<file path="src/rtl/fb_write_arbiter.sv">
// Round-robin owner of the single framebuffer write port. One engine holds the port
// from grant until it pulses done (or the hold watchdog fires); its writes pass through one register stage.
module fb_write_arbiter #(
  parameter int NUM_REQ  = 3,
  parameter int ADDR_W   = 19,
  parameter int DATA_W   = 3,
  parameter int ID_W     = 2,
  parameter int MAX_HOLD = 65536
) (
  input  logic                      clock,
  input  logic                      resetn,
  input  logic [NUM_REQ-1:0]        req,
  input  logic [NUM_REQ-1:0]        done,
  input  logic [NUM_REQ*ADDR_W-1:0] req_waddr,
  input  logic [NUM_REQ*DATA_W-1:0] req_wdata,
  input  logic [NUM_REQ-1:0]        req_wenable,
  output logic [NUM_REQ-1:0]        grant,
  output logic [ID_W-1:0]           active_id,
  output logic                      busy,
  output logic [ADDR_W-1:0]         mem_waddr,
  output logic [DATA_W-1:0]         mem_wdata,
  output logic                      mem_wenable,
  output logic                      timeout_err
);

  localparam int CNT_W = $clog2(MAX_HOLD) + 1;

  typedef enum logic [1:0] {IDLE, GRANT, GAP} state_t;

  state_t               state;
  logic [ID_W-1:0]      rr_ptr;
  logic [CNT_W-1:0]     hold_cnt;

  logic [2*NUM_REQ-1:0] req_rot;
  logic [ID_W-1:0]      sel_id;
  logic                 sel_valid;
  logic [NUM_REQ-1:0]   sel_onehot;
  logic [ID_W-1:0]      next_ptr;
  logic                 hold_expired;

  logic [ADDR_W-1:0]    g_waddr;
  logic [DATA_W-1:0]    g_wdata;
  logic                 g_wenable;
  logic                 g_done;

  // Rotate the request vector so bit 0 is the pointer slot; the lowest set bit wins.
  always_comb begin
    int off;
    int tmp;
    off       = 0;
    tmp       = 0;
    sel_valid = 1'b0;
    req_rot   = {req, req} >> rr_ptr;
    for (int k = NUM_REQ - 1; k >= 0; k--) begin
      if (req_rot[k]) begin
        off       = k;
        sel_valid = 1'b1;
      end
    end
    tmp = int'(rr_ptr) + off;
    if (tmp >= NUM_REQ) tmp = tmp - NUM_REQ;
    sel_id = ID_W'(tmp);
    for (int i = 0; i < NUM_REQ; i++) begin
      sel_onehot[i] = (sel_id == ID_W'(i));
    end
  end

  always_comb begin
    g_waddr   = '0;
    g_wdata   = '0;
    g_wenable = 1'b0;
    g_done    = 1'b0;
    for (int i = 0; i < NUM_REQ; i++) begin
      if (grant[i]) begin
        g_waddr   = req_waddr[i*ADDR_W +: ADDR_W];
        g_wdata   = req_wdata[i*DATA_W +: DATA_W];
        g_wenable = req_wenable[i];
        g_done    = done[i];
      end
    end
  end

  assign next_ptr     = (active_id == ID_W'(NUM_REQ - 1)) ? '0 : active_id + 1'b1;
  assign hold_expired = (hold_cnt == CNT_W'(MAX_HOLD - 1));
  assign busy         = |grant;

  always_ff @(posedge clock or negedge resetn) begin
    if (!resetn) begin
      state       <= IDLE;
      rr_ptr      <= '0;
      hold_cnt    <= '0;
      grant       <= '0;
      active_id   <= '0;
      mem_waddr   <= '0;
      mem_wdata   <= '0;
      mem_wenable <= 1'b0;
      timeout_err <= 1'b0;
    end else begin
      case (state)
        IDLE: begin
          mem_wenable <= 1'b0;
          if (sel_valid) begin
            grant     <= sel_onehot;
            active_id <= sel_id;
            hold_cnt  <= '0;
            state     <= GRANT;
          end
        end
        GRANT: begin
          // The release-edge write is still forwarded so a done-cycle write lands.
          mem_waddr   <= g_waddr;
          mem_wdata   <= g_wdata;
          mem_wenable <= g_wenable;
          if (g_done || hold_expired) begin
            grant  <= '0;
            rr_ptr <= next_ptr;
            state  <= GAP;
            if (hold_expired) timeout_err <= 1'b1;
          end else begin
            hold_cnt <= hold_cnt + 1'b1;
          end
        end
        GAP: begin
          mem_wenable <= 1'b0;
          state       <= IDLE;
        end
        default: begin
          grant       <= '0;
          mem_wenable <= 1'b0;
          state       <= IDLE;
        end
      endcase
    end
  end

endmodule

</file>
<file path="config.mk">
export PLATFORM = sky130hd
export DESIGN_NAME = fb_write_arbiter
export DESIGN_NICKNAME = d
export VERILOG_FILES = /design/src/rtl/fb_write_arbiter.sv
export SDC_FILE = /design/constraint.sdc
export NUM_CORES = 1
export LEC_CHECK = 0
export ABC_AREA = 1
export BUFFER_PORTS_ARGS = -buffer_cell sky130_fd_sc_hd__buf_2
export CAP_MARGIN = 40
export CORE_UTILIZATION = 50
export CTS_BUF_LIST = sky130_fd_sc_hd__clkbuf_16
export DETAILED_ROUTE_END_ITERATION = 8
export PLACE_DENSITY = 0.8
export SYNTH_ARGS = -nofsm -noshare
export SYNTH_HDL_FRONTEND = slang
export SYNTH_SLANG_ARGS = --single-unit
</file>
<file path="constraint.sdc">
create_clock -name clock -period 3.2 [get_ports clock]
set_input_delay 0.48 -clock clock [delete_from_list [all_inputs] [get_ports clock]]
set_output_delay 0.48 -clock clock [all_outputs]
set_load 0.005 [all_outputs]
</file>
==> key figures, run 1 <==
Final layout
  – Area of the multi-input gates: 1559 sq um
  – Area delta synth->final: 24.34%
  – Sequential cell area: 1251 sq um
  – Inserted Diodes: 0
  – Final instance area: 3771 sq um
  – Share of cells above drive strength 1: 0.2687
  – Nets@finish: 602
  – Number of fill cells: 541

Power
  – PD cells: 838.6 nW/um^2
  – Clk pwr share: 0.183
  – Switching share of power: 0.4397
  – Leakage: 0.001978 uW
  – Switch Pwr: 1390 uW
  – Worst vdd ir: 0.3820 mV
  – Int Power: 1772 uW
  – Sequential power share: 0.311
  – Logic pwr share: 0.506

Timing
  – Maximum clock frequency: 355.3 MHz
  – Fin Clk Skew: 0.003827 ns
  – Final Cycle Share: 0.8795
  – Worst rel slew slack: 0.4680
  – Actual slew at the worst max-slew pin: 0.7969 ns
  – Endpoints failing hold: 0
  – Slew Viols, Final: 0
  – TNS Setup: 0 ns
  – RSZ-0062 raised after global routing: false
  – Final setup viols: 0
  – Final worst slack: 0.3856 ns
  – Min cycle time layout: 2.814 ns

Place
  – RD Place Congestion: 0.8621
  – Port bufs: 106
  – Pre-CTS setup slack: 0.3481 ns
  – Post-DP Area: 3608 sq um
  – DP HPWL: 5553 um

Synth
  – Yosys top cell area share: 0.4125
  – Syn_area_per_cell: 7.221 sq um
  – Post-synth cell types: 33
  – Syn nets: 502
  – Synthesized area: 3033 sq um
  – Yosys synthesis warning count: 0
  – Synth area leader: dfrtp_1
  – Post-Synthesis Cells: 420
  – Sequential share of the synthesized area: 0.4125
  – Top post-synthesis cells by area: dfrtp_1 (41%), nand2_1 (16%), a21oi_1 (8.1%)
  – FF+latch count, synth: 50

Global route
  – Total grt overflow: 0
  – GR Util All Layers: 0.2494
  – Vias in the first global route: 2815
  – Initial antenna violation count: 0
  – Met3 usage in global routing: 0.04229
  – Largest net degree at the start of global routing: 52
  – M2 GR Usage: 0.4444
  – GRT busiest layer: met2
  – Global routing usage on met1: 0.3080
  – First-pass GRT wire length: 12480 um

Setup path
  – CP arrival: 3.04 ns
  – CP Capture Type: flip-flop
  – Peak fanout along the critical path: 9
  – WS Path Type: flip-flop to flip-flop
  – Startpoint Class: flip-flop
  – Worst path required time: 3.42 ns

Floorplan
  – Die area: 6382 sq um
  – Initial Util: 0.5153
  – Core Region: 5886 sq um
  – DIE WIDTH: 79.89 um
  – Rows: 28
  – Io pins: 107
  – Die H: 79.89 um

Clock network
  – Post-CTS Repair Setup Buffers: 0
  – Post-cts resize count: 0
  – H-Tree Depth: 2
  – Worst-case clock buffer depth: 2
  – TritonCTS clock tree: yes
  – Clock Sinks: 50
  – CTS Hold Bufs: 0
  – CTS Root Cell: clkbuf_16
  – CTS Buf Count: 5
  – Clock transition at path regs: 0.06 ns
  – Worst skew pair latency: 0.28 ns

Route
  – Via/cell ratio: 5.218
  – DRT iter0 DRCs: 170
  – DRC errors left: 0
  – Total Wirelength: 7560 um
  – Drt pass-1 iters: 4
  – ANT nets after route: 0
  – Via count: 3110
  – Drt wl/cell: 12.68 um

Worst hold path
  – Hold Path Class: input pin to async pin

Status
  – Outcome: complete, no violations

Flow run
  – Max cap viols: 0
==> sequential cells by signal, indices dropped and copies added, names as in the netlist <==
name	count
mem_wdata	3
state	2
timeout_err	1
hold_cnt	17
grant	3
rr_ptr	2
mem_waddr	19
mem_wenable	1
active_id	2
==> critical path, stage by stage, from the launching register on <==
cell,delay [ns]
dfrtp_1,0.47
inv_2,0.09
nand2_1,0.05
nand2_1,0.10
inv_1,0.05
o21a_1,0.18
inv_1,0.06
nor2_1,0.04
ha_1,0.19
fa_1,0.48
ha_1,0.22
nor2_1,0.15
xor2_1,0.28
nand2_1,0.09
nor2_1,0.13
nand3_1,0.10
nand2_1,0.09
==> layer usage <==
layer / vias up / wire length (um)
li1: 1573 / -
met5: - / 0
met1: 1418 / 3306
met2: 105 / 3646
met4: 0 / 129
met3: 14 / 477
==> layout by cell type (no fill, tap or decap), types with 2 or more instances in the layout <==
cell type,Yosys,final
nand2_1,133,133
buf_2,3,106
dfrtp_1,50,50
a21oi_1,49,49
o21ai_0,36,36
inv_1,28,30
nor2_1,30,30
nand3_1,23,23
nand2_2,9,9
nor3_1,5,5
o21ai_1,5,5
xor2_1,5,5
o21ai_2,5,5
clkbuf_16,0,5
ha_1,4,4
buf_4,1,4
nor3b_1,3,3
inv_2,2,2
nand4_1,2,2
o21bai_1,2,2
==> cell type report <==
cell class | instances | area share
inverter | 31 | 0.03285
tap | 75 | 0.02488
multi-input combinational | 321 | 0.4134
timing repair buffer | 111 | 0.1539
sequential | 50 | 0.3318
clock buffer | 5 | 0.03318
clock inverter | 3 | 0.009954
==> final timing paths <==
| kind | endpoint | startpoint | cells after the start | slack, ns |
|---|---|---|---|---|
| worst max register to register | grant[2] | rr_ptr[0] | 16 | 0.39 |
| max in group asynchronous | grant[0] | resetn | 2 | 2.50 |
| worst min-delay path | hold_cnt[9] | resetn | 1 | 0.18 |
| worst min register to register | timeout_err | timeout_err | 1 | 0.46 |
| worst max-delay path | grant[2] | rr_ptr[0] | 16 | 0.39 |
| min in group clock | mem_waddr[12] | req_waddr[50] | 3 | 0.41 |
==> cell families (layout without fill, tap and decap cells) <==
| logic type | count (synthesis) | after routing | share of synthesized area |
|---|---|---|---|
| xor gates and xnor gates | 5 | 5 | 0.01444 |
| AOI/OAI and AO/OA | 100 | 100 | 0.1749 |
| DFF | 50 | 50 | 0.4125 |
| buffers and inverters | 49 | 150 | 0.07343 |
| and+or+nand+nor | 211 | 211 | 0.3016 |
| adders and majority gates | 5 | 5 | 0.02310 |
==> cell usage after synthesis, drive strengths merged <==
cell      n
o21bai    2
fa        1
clkbuf   12
or2       1
nor2     31
inv      31
o21ai    46
o21a      1
nand3    25
a21o      1
xor2      5
nor3b     3
dfrtp    50
a21oi    49
ha        4
nand2   144
nor3      5
nand4     2
buf       6
o22ai     1
==> through the flow <==
| step | hold slack, ns | instances | total power [uW] | utilization |
|---|---|---|---|---|
| detailed placement | 0.4418 | 588 | 2589 | 0.6131 |
| global route | 0.2174 | 596 | 3444 | 0.6407 |
| floorplan | 0.1844 | 420 | 2150 | - |
| finish | 0.1751 | 596 | 3162 | 0.6407 |
| CTS | 0.1954 | 596 | 3179 | 0.6407 |
| global placement | 0.4369 | 587 | 2515 | 0.6097 |
==> power groups by stage <==
stage,combinational [uW],sequential [uW],clock [uW]
CTS,1610,980,590
global route,1810,1010,624
finish,1600,983,578
detailed placement,1600,991,0
global placement,1540,979,0
floorplan,1160,993,0
Note: power is estimated with default switching activity, not from simulation.
==> inputs of run 2 (changes only) <==
Settings changed: CORE_UTILIZATION 50 to 54, PLACE_DENSITY 0.8 to 0.86.
Clock period 3.2 ns to 3.5 ns, I/O delays scaled along.
==> run 2 against run 1 <==
Compared with the run above: die area shrank 7.2%; global-route usage grew 2.6 points; cell count shrank 1.0%; sequential power shrank 8.3%; combinational power shrank 10%; non-clock buffer count shrank 1; design area shrank 0.70%; largest power group unchanged; highest routed layer unchanged.
==> key figures, run 2 (synthesis gave the netlist of run 1 again) <==
Floorplan
  – Rows: 26
  – DIE WIDTH: 76.95 um
  – Initial Util: 0.5755
  – Die area: 5921 sq um
  – Io pins: 107
  – Core Region: 5270 sq um
  – Die H: 76.95 um

Clock network
  – Worst-case clock buffer depth: 2
  – CTS Buf Count: 5
  – Clock transition at path regs: 0.07 ns
  – Post-cts resize count: 0
  – H-Tree Depth: 2
  – Clock Sinks: 50
  – Post-CTS Repair Setup Buffers: 0
  – TritonCTS clock tree: yes
  – CTS Root Cell: clkbuf_16
  – Worst skew pair latency: 0.29 ns
  – CTS Hold Bufs: 0

Final layout
  – Sequential cell area: 1251 sq um
  – Area of the multi-input gates: 1559 sq um
  – Number of fill cells: 427
  – Commonest non-fill, non-tap cell in the layout: nand2_1
  – Share of cells above drive strength 1: 0.2712
  – Nets@finish: 601
  – Largest regs: mem_waddr x19, hold_cnt x17
  – Inserted Diodes: 0
  – Reg with most FFs: mem_waddr
  – Area delta synth->final: 23.47%
  – Most frequent cells in the layout: nand2_1 (133), buf_2 (106), dfrtp_1 (50), a21oi_1 (49), o21ai_0 (36)
  – Max reg flops: 19

Timing
  – Final Cycle Share: 0.8068
  – Final setup viols: 0
  – Worst rel slew slack: 0.4759
  – Actual slew at the worst max-slew pin: 0.7850 ns
  – Endpoints failing hold: 0
  – Fin Clk Skew: 0.007778 ns
  – Slew Viols, Final: 0
  – RSZ-0062 raised after global routing: false
  – Final worst slack: 0.6761 ns
  – TNS Setup: 0 ns
  – Min cycle time layout: 2.824 ns
  – Maximum clock frequency: 354.1 MHz

Place
  – RD Place Congestion: 0.8598
  – Port bufs: 106
  – Pre-CTS setup slack: 0.5712 ns
  – DP HPWL: 5623 um

Power
  – Worst vdd ir: 0.4175 mV
  – PD cells: 757.2 nW/um^2
  – Leakage: 0.001957 uW

Setup path
  – CP arrival: 3.05 ns
  – Worst path required time: 3.73 ns
  – WS Path Type: flip-flop to flip-flop
  – Peak fanout along the critical path: 9
  – Startpoint Class: flip-flop
  – CP Capture Type: flip-flop

Global route
  – Vias in the first global route: 2961
  – GR Util All Layers: 0.2758
  – Largest net degree at the start of global routing: 52
  – Initial antenna violation count: 0
  – Total grt overflow: 0
  – First-pass GRT wire length: 13110 um

Route
  – Via count: 3130
  – DRC errors left: 0
  – DRT iter0 DRCs: 218
  – Via/cell ratio: 5.305
  – Total Wirelength: 7790 um
  – Drt wl/cell: 13.20 um
  – Drt pass-1 iters: 5
  – ANT nets after route: 0

Flow run
  – Max cap viols: 0

Worst hold path
  – Hold Path Class: input pin to async pin

Status
  – Outcome: complete, no violations
==> run 2: cell count changes in the layout (fill, tap and decap cells not counted), sizes merged <==
cell / change
clkinv: +1
inv: -1
clkinvlp: +1
buf: -1
bufinv: -1
==> run 2: final cells by class <==
class | count | share of cell area
clock buffer | 5 | 0.03341
clock inverter | 3 | 0.006682
timing repair buffer | 110 | 0.1530
multi-input combinational | 321 | 0.4163
inverter | 31 | 0.03308
tap | 70 | 0.02339
sequential | 50 | 0.3341
==> run 2: report_power, final <==
group	leakage, uW	total [uW]	switching [uW]	internal (uW)
Combinational	0.00122	1440	939	504
Clock	0.0000704	492	223	269
Sequential	0.000670	901	131	770
Total	0.00196	2840	1290	1540
==> run 2: layer usage <==
layer	up-vias	GRT usage	part of all wire	wire (um)
li1	1570	-	-	-
met1	1407	0.3434	0.41	3216
met2	132	0.4741	0.50	3882
met3	21	0.04643	0.068	530
met4	0	0.1096	0.021	160
met5	-	0	0	0
==> run 2: stage by stage <==
stage / instance area (sq um) / power (uW) / util / hold slack, ns / cells
3_5_place_dp: 3595 / 2346 / 0.6821 / 0.4449 / 582
6_report: 3745 / 2836 / 0.7106 / 0.1664 / 590
2_1_floorplan: 3033 / 1965 / - / 0.2294 / 420
5_1_grt: 3745 / 3091 / 0.7106 / 0.2013 / 590
3_3_place_gp: 3575 / 2286 / 0.6783 / 0.4442 / 581
4_1_cts: 3745 / 2841 / 0.7106 / 0.1852 / 590
==> run 2: path summary, 6_finish.rpt <==
kind / startpoint / end / slack, ns / depth (start not counted)
worst max-delay path: rr_ptr[0] / grant[2] / 0.68 / 13
worst min-delay path: resetn / hold_cnt[7] / 0.17 / 1
worst max register to register: rr_ptr[0] / grant[2] / 0.68 / 13
worst min register to register: timeout_err / timeout_err / 0.46 / 1
max in group asynchronous: resetn / mem_waddr[14] / 2.81 / 2
min in group clock: req_waddr[41] / mem_waddr[3] / 0.45 / 3
==> run 2: critical path, cell delays in order (launching register included) <==
cell	delay, ns
dfrtp_1	0.48
o21ai_0	0.27
nor2_1	0.08
a21oi_1	0.20
nor2_1	0.08
ha_1	0.19
fa_1	0.47
ha_1	0.21
nor2_1	0.15
xor2_1	0.29
nand2_1	0.09
nor2_1	0.10
nand3_1	0.08
nand2_1	0.08
